$ cat src/rtl/OpCodes.sv
// Opcode set and data-width constant shared by the lane datapath.
package OpCodes;

   localparam int NSIG = 15;

   typedef enum logic [2:0] {
      IADD = 3'd0,
      IMUL = 3'd1,
      LD   = 3'd2,
      ST   = 3'd3,
      NOP  = 3'd4
   } opcode;

endpackage

$ cat src/rtl/int_issue_queue_if.sv
// Bundle of the upstream, INTU and writeback signals around int_issue_queue.
// The slave modport is the queue itself; master is its environment.
interface int_issue_queue_if #(
   parameter int TAGW = 4
);

   // upstream instruction stream
   logic                       in_valid;
   logic                       in_ready;
   OpCodes::opcode             in_op;
   logic [OpCodes::NSIG:0]     in_a;
   logic [OpCodes::NSIG:0]     in_b;
   logic [TAGW-1:0]            in_tag;

   // INTU side
   OpCodes::opcode             intu_op;
   logic [OpCodes::NSIG:0]     intu_a;
   logic [OpCodes::NSIG:0]     intu_b;
   logic [OpCodes::NSIG:0]     intu_out;

   // writeback side
   logic                       wb_valid;
   logic                       wb_ready;
   logic [OpCodes::NSIG:0]     wb_data;
   logic [TAGW-1:0]            wb_tag;
   logic                       wb_err;

   logic                       busy;

   modport slave (
      input  in_valid, in_op, in_a, in_b, in_tag, intu_out, wb_ready,
      output in_ready, intu_op, intu_a, intu_b, wb_valid, wb_data, wb_tag, wb_err, busy
   );

   modport master (
      output in_valid, in_op, in_a, in_b, in_tag, intu_out, wb_ready,
      input  in_ready, intu_op, intu_a, intu_b, wb_valid, wb_data, wb_tag, wb_err, busy
   );

endinterface

$ cat src/rtl/int_issue_queue.sv
// Integer issue queue and writeback aligner in front of the lane's INTU.
// Instructions queue in order and issue one per cycle. INTU's registered
// result is captured one cycle after issue into a 2-entry result FIFO.
// Issue is throttled so that this FIFO can never overflow, because INTU
// cannot be stalled.
module int_issue_queue #(
   parameter int DEPTH = 4,
   parameter int TAGW  = 4
) (
   input  logic                clk,
   input  logic                rst,
   int_issue_queue_if.slave    bus
);

   localparam int AW = $clog2(DEPTH);
   localparam int DW = OpCodes::NSIG + 1;
   localparam logic [AW:0] QFULL = (AW+1)'(DEPTH);

   // instruction queue storage and pointers
   OpCodes::opcode    q_op  [DEPTH];
   logic [DW-1:0]     q_a   [DEPTH];
   logic [DW-1:0]     q_b   [DEPTH];
   logic [TAGW-1:0]   q_tag [DEPTH];
   logic [AW-1:0]     wr_ptr, rd_ptr;
   logic [AW:0]       qcount;

   // in-flight slot that tracks INTU's one-cycle latency
   logic              inflight;
   logic [TAGW-1:0]   if_tag;
   logic              if_err;

   // 2-entry result FIFO
   logic [DW-1:0]     r_data [2];
   logic [TAGW-1:0]   r_tag  [2];
   logic              r_err  [2];
   logic              r_wr, r_rd;
   logic [1:0]        rcount;

   logic              push, issue, wb_fire, head_ok;
   logic [2:0]        occ, occ_limit;

   assign bus.in_ready = !rst && (qcount < QFULL);
   assign push         = bus.in_valid && bus.in_ready;
   assign bus.wb_valid = (rcount != 2'd0);
   assign wb_fire      = bus.wb_valid && bus.wb_ready;

   // Results buffered plus in flight, less the one leaving this cycle, must
   // stay below 2. That way the capture slot next cycle is always free.
   assign occ       = {1'b0, rcount} + {2'b00, inflight};
   assign occ_limit = 3'd2 + {2'b00, wb_fire};
   assign issue     = (qcount != '0) && (occ < occ_limit);
   assign head_ok   = (q_op[rd_ptr] == OpCodes::IADD) || (q_op[rd_ptr] == OpCodes::IMUL);

   // Drive INTU from the issuing head entry, otherwise with idle values.
   always_comb begin
      // NOTE: defaults first so every path assigns every output and no latch is inferred.
      bus.intu_op = OpCodes::IADD;
      bus.intu_a  = '0;
      bus.intu_b  = '0;
      if (issue && head_ok) begin
         bus.intu_op = q_op[rd_ptr];
         bus.intu_a  = q_a[rd_ptr];
         bus.intu_b  = q_b[rd_ptr];
      end
   end

   // Queue pointers and occupancy.
   always_ff @(posedge clk) begin
      // NOTE: sequential state uses non-blocking assignments so every register samples pre-edge values.
      if (rst) begin
         wr_ptr <= '0;
         rd_ptr <= '0;
         qcount <= '0;
      end else begin
         if (push)  wr_ptr <= wr_ptr + 1'b1;
         if (issue) rd_ptr <= rd_ptr + 1'b1;
         case ({push, issue})
            2'b10:   qcount <= qcount + 1'b1;
            2'b01:   qcount <= qcount - 1'b1;
            default: qcount <= qcount;
         endcase
      end
   end

   // Queue payload write.
   always_ff @(posedge clk) begin
      // NOTE: payload arrays are not reset; pointers and counts alone decide which entries are live.
      if (push) begin
         q_op[wr_ptr]  <= bus.in_op;
         q_a[wr_ptr]   <= bus.in_a;
         q_b[wr_ptr]   <= bus.in_b;
         q_tag[wr_ptr] <= bus.in_tag;
      end
   end

   // In-flight flag, set for the one cycle INTU is computing.
   always_ff @(posedge clk) begin
      if (rst) inflight <= 1'b0;
      else     inflight <= issue;
   end

   // In-flight tag and error flag carried alongside the INTU computation.
   always_ff @(posedge clk) begin
      if (issue) begin
         if_tag <= q_tag[rd_ptr];
         if_err <= !head_ok;
      end
   end

   // Result FIFO pointers and occupancy; capture and writeback may coincide.
   always_ff @(posedge clk) begin
      if (rst) begin
         r_wr   <= 1'b0;
         r_rd   <= 1'b0;
         rcount <= 2'd0;
      end else begin
         if (inflight) r_wr <= ~r_wr;
         if (wb_fire)  r_rd <= ~r_rd;
         case ({inflight, wb_fire})
            2'b10:   rcount <= rcount + 1'b1;
            2'b01:   rcount <= rcount - 1'b1;
            default: rcount <= rcount;
         endcase
      end
   end

   // Capture INTU's result, forced to zero for unsupported opcodes.
   always_ff @(posedge clk) begin
      if (inflight) begin
         r_data[r_wr] <= if_err ? '0 : bus.intu_out;
         r_tag[r_wr]  <= if_tag;
         r_err[r_wr]  <= if_err;
      end
   end

   assign bus.wb_data = r_data[r_rd];
   assign bus.wb_tag  = r_tag[r_rd];
   assign bus.wb_err  = r_err[r_rd];
   assign bus.busy    = (qcount != '0) || inflight || (rcount != 2'd0);

endmodule

$ cat src/flat_wrapper.sv
// flat-port wrapper written by rule: the top's interface ports become plain ports
module int_issue_queue_flat 
#(
   parameter int DEPTH = 4,
   parameter int TAGW  = 4
)
  (clk, rst, bus_in_valid, bus_in_op, bus_in_a, bus_in_b, bus_in_tag, bus_intu_out, bus_wb_ready, bus_in_ready, bus_intu_op, bus_intu_a, bus_intu_b, bus_wb_valid, bus_wb_data, bus_wb_tag, bus_wb_err, bus_busy);
  int_issue_queue_if #(.TAGW(TAGW)) bus_i ();
  input  logic clk;
  input  logic rst;
  input wire logic [$bits(bus_i.in_valid)-1:0] bus_in_valid;
  input wire logic [$bits(bus_i.in_op)-1:0] bus_in_op;
  input wire logic [$bits(bus_i.in_a)-1:0] bus_in_a;
  input wire logic [$bits(bus_i.in_b)-1:0] bus_in_b;
  input wire logic [$bits(bus_i.in_tag)-1:0] bus_in_tag;
  input wire logic [$bits(bus_i.intu_out)-1:0] bus_intu_out;
  input wire logic [$bits(bus_i.wb_ready)-1:0] bus_wb_ready;
  output wire logic [$bits(bus_i.in_ready)-1:0] bus_in_ready;
  output wire logic [$bits(bus_i.intu_op)-1:0] bus_intu_op;
  output wire logic [$bits(bus_i.intu_a)-1:0] bus_intu_a;
  output wire logic [$bits(bus_i.intu_b)-1:0] bus_intu_b;
  output wire logic [$bits(bus_i.wb_valid)-1:0] bus_wb_valid;
  output wire logic [$bits(bus_i.wb_data)-1:0] bus_wb_data;
  output wire logic [$bits(bus_i.wb_tag)-1:0] bus_wb_tag;
  output wire logic [$bits(bus_i.wb_err)-1:0] bus_wb_err;
  output wire logic [$bits(bus_i.busy)-1:0] bus_busy;
  assign bus_i.in_valid = bus_in_valid;
  assign bus_i.in_op = bus_in_op;
  assign bus_i.in_a = bus_in_a;
  assign bus_i.in_b = bus_in_b;
  assign bus_i.in_tag = bus_in_tag;
  assign bus_i.intu_out = bus_intu_out;
  assign bus_i.wb_ready = bus_wb_ready;
  assign bus_in_ready = bus_i.in_ready;
  assign bus_intu_op = bus_i.intu_op;
  assign bus_intu_a = bus_i.intu_a;
  assign bus_intu_b = bus_i.intu_b;
  assign bus_wb_valid = bus_i.wb_valid;
  assign bus_wb_data = bus_i.wb_data;
  assign bus_wb_tag = bus_i.wb_tag;
  assign bus_wb_err = bus_i.wb_err;
  assign bus_busy = bus_i.busy;
  int_issue_queue #(.DEPTH(DEPTH), .TAGW(TAGW)) u_core (.clk(clk), .rst(rst), .bus(bus_i));
endmodule
$ cat config.mk
export PLATFORM = sky130hd
export DESIGN_NAME = int_issue_queue_flat
export DESIGN_NICKNAME = d
export VERILOG_FILES = /design/src/rtl/OpCodes.sv /design/src/rtl/int_issue_queue_if.sv /design/src/rtl/int_issue_queue.sv /design/src/flat_wrapper.sv
export SDC_FILE = /design/constraint.sdc
export NUM_CORES = 1
export LEC_CHECK = 0
export CORE_ASPECT_RATIO = 1.4
export CORE_MARGIN = 2
export CORE_UTILIZATION = 41
export DETAILED_ROUTE_END_ITERATION = 7
export PLACE_DENSITY_LB_ADDON = 0.3
export SETUP_SLACK_MARGIN = 0.2
export SKIP_LAST_GASP = 1
export SLEW_MARGIN = 15
export SYNTH_ARGS = -nofsm -noshare
export SYNTH_HDL_FRONTEND = slang
export SYNTH_SLANG_ARGS = --single-unit
$ cat constraint.sdc
create_clock -name clk -period 7.5 [get_ports clk]
set_input_delay 1.5 -clock clk [delete_from_list [all_inputs] [get_ports clk]]
set_output_delay 1.5 -clock clk [all_outputs]
set_load 0.01 [all_outputs]
==> flow_summary.toml <==
[synthesis]
muxShareOfSynthArea_pct = 13.17
synthTopCellsByCount = "edfxtp_1, nor2b_1, mux4_2"
synth_fa_ha_area_share_pct = 1.433
synth_simple_gate_area_share_pct = 5.838
synth_flop_cell = "edfxtp_1"
synth_cell_types = 32
yosysTopAreaCell = "edfxtp_1"
synthTopCellsByArea = "edfxtp_1, mux4_2, nor2b_1, dfxtp_1, mux2_2"
synth_xor_area_share_pct = 0.7317
syn_area_mm2 = 0.008379
synth_seq_area_share_pct = 76.33
syn_inst = 417
async_flop_share_pct = 0
synth_top_family_by_area = "multiplexers"
synth_area_per_cell_um2 = 20.09
synth_top_cell_area_share_pct = 72.75
synth_compound_area_share_pct = 0.6271
ys_ff_latch = 218
synth_edf_count = 203
yosys_warnings = 0
yosysMostFrequentCell = "edfxtp_1"

[layout]
n_fill_cell = 1585
antenna_cells = 0
nNetsFinal = 607
fin_area_mm2 = 0.01044
drive_gt1_share_pct = 17.39
syn_to_final_growth_pct = 24.55

[timing]
maxSlewHeadroom_pct = 26.28
slew_violations = 0
setup_tns_ps = 0
hold-worst-slack_ps = 450.0
fin_crit_sh_pct = 74.17
hold_viol = 0
worst_pin_slew_ps = 1106
fmax_ghz = 0.1798
setup_viol = 0
rsz0062_at_grt = "false"
period_needed_ps = 5563
setup_ws_ps = 1937
finalClockSkew_ps = 12.38

[setup_path]
crit_arrival_ps = 4060
path_max_fanout = 33
critPathLaunchType = "input pin"
worstSetupPathType = "input pin to output port"
setup.worst_path.end_class = "output port"
required_ps = 6000

[drt]
drtAntennaViolNets = 0
drt-pass1-iter-count = 6
via_per_inst = 5.031
post_drt_wl_per_cell_um = 18.94
drt_iter0_drc = 177
top_layer = "met4"
wl_mm = 15.23
drc_errors = 0
route.vias.total = 4045
met2WireLength_mm = 7.867
wl_met3_um = 885
wl_met1_mm = 6.135

[clock_tree]
cts_buffers = 21
cts_resized = 0
hold_buffers = 0
clock_latency_ps = 490
cts_tree = "done"
clkTransAtPathRegs_ps = 60
cts_num_sinks = 218
cts_setup_buffers = 0
clock_path_buffers = 3
htree_levels = 1
clockRootBuffer = "clkbuf_16"

[power_and_ir_drop]
ir_worst_vdd_mv = 0.1868
p_sw_share_pct = 25.00
power_density_mw_per_mm2 = 330.2
p_clk_share_pct = 30.9
power_switching_w = 0.0008616
power.share.combinational_pct = 22.4
cellInternalPower_w = 0.002584
finalPower_w = 0.003446
seqPwrFrac_pct = 46.7
p_leak_nw = 3.349

[placement]
place.gp.congestion = 0.6739
placed_area_mm2 = 0.009748
hpwl_mm = 9.078
port_buffers = 115
dp_slack_ps = 1948

[global_routing]
grt_pass1_wl_mm = 24.05
globalRouteOverflowTotal = 0
grt_antenna_before_repair = 0
grt_max_degree = 40
grtUsageTotal_pct = 14.12
grt_pass1_vias = 4520

[die]
dieHeight_um = 173.2
core_mm2 = 0.02000
die_w_um = 124.8
fp-row-count = 61
start_util_pct = 41.90
io_pins = 118
die_area_mm2 = 0.02161

[flow_run]
cap_violations = 0

[hold_path]
min_path_type = "register to register"

[status]
status = "finished, final reports clean"
-- cell usage in the layout, fill, tap and decap left out, drive strengths merged, types with 2 or more instances in the layout --
master,instances
or3,2
nand3,2
mux4,38
conb,2
o21ai,6
and2,3
bufinv,4
xnor2,3
xor2,4
clkdlybuf4s50,115
nor2,17
edfxtp,203
ha,8
clkinv,6
a21oi,3
mux2,22
clkbuf,26
and3,5
dfxtp,15
nor2b,51
inv,9
-- through the flow --
| stage | instances | utilization, % |
|---|---|---|
| detailed placement | 768 | 48.75 |
| global placement | 768 | 48.75 |
| finish | 804 | 52.19 |
| CTS | 804 | 52.19 |
| floorplan | 418 | - |
| global route | 804 | 52.19 |
-- critical path, stage by stage --
cell and delay, ps:
clkdlybuf4s50_1 450, o21ai_1 100, o21ai_1 270, nand3_2 670, nor2b_1 460, clkdlybuf4s50_1 600
-- cell type report --
class / count / area [um^2] / area share (%)
Sequential cell: 218 / 6399 / 61.31
Multi-Input combinational cell: 173 / 1842 / 17.65
Timing Repair Buffer: 116 / 1159 / 11.10
Clock buffer: 26 / 544.3 / 5.215
Tap cell: 252 / 315.3 / 3.021
Clock inverter: 10 / 143.9 / 1.379
Inverter: 9 / 33.78 / 0.3237
-- per-layer routing --
layer  track usage (%)  vias to the layer above
met1             16.84                     2047
met3             3.373                       19
met2             25.30                      123
met4             4.444                        0
li1                  -                     1856
met5                 0                        -
-- power groups by stage --
stage	Clock (W)	Combinational [W]	Sequential [W]
after floorplan	0	0.000529	0.00156
after global placement	0	0.000764	0.00163
after detailed placement	0	0.000783	0.00164
after CTS	0.00109	0.000791	0.00161
after global routing	0.00114	0.000841	0.00163
final	0.00107	0.000772	0.00161
-- cells by family (layout without fill, tap and decap cells) --
| logic type | after synthesis | after routing |
|---|---|---|
| compound gates | 10 | 10 |
| fa+ha+maj | 9 | 9 |
| mux | 60 | 60 |
| flops | 218 | 218 |
| other cells | 1 | 2 |
| buf+inv | 27 | 161 |
| xor+xnor | 7 | 7 |
| simple gates | 85 | 85 |
-- registers in the layout, summed over array words and instances (netlist names), named ones only --
| signal | flops |
|---|---|
| u_core.if_tag | 4 |
| u_core.q_a | 64 |
| u_core.if_err | 1 |
| u_core.r_tag | 8 |
| u_core.q_b | 64 |
| u_core.rd_ptr | 2 |
| u_core.r_rd | 1 |
| u_core.rcount | 2 |
| u_core.r_wr | 1 |
| u_core.r_err | 2 |
| u_core.r_data | 32 |
| u_core.wr_ptr | 2 |
| u_core.q_op | 12 |
| u_core.qcount | 3 |
| u_core.q_tag | 16 |
| u_core.inflight | 1 |
-- worst paths after layout --
check | from | endpoint | slack, ps | depth (start not counted)
worst max register to register | u_core.rcount[0] | u_core.qcount[2] | 4630 | 10
worst min-delay path | u_core.if_tag[3] | u_core.r_tag[1][3] | 450 | 0
worst min register to register | u_core.if_tag[3] | u_core.r_tag[1][3] | 450 | 0
worst max-delay path | bus_wb_ready | bus_intu_op[0] | 1940 | 6
Power figures use the tool's default switching activity.
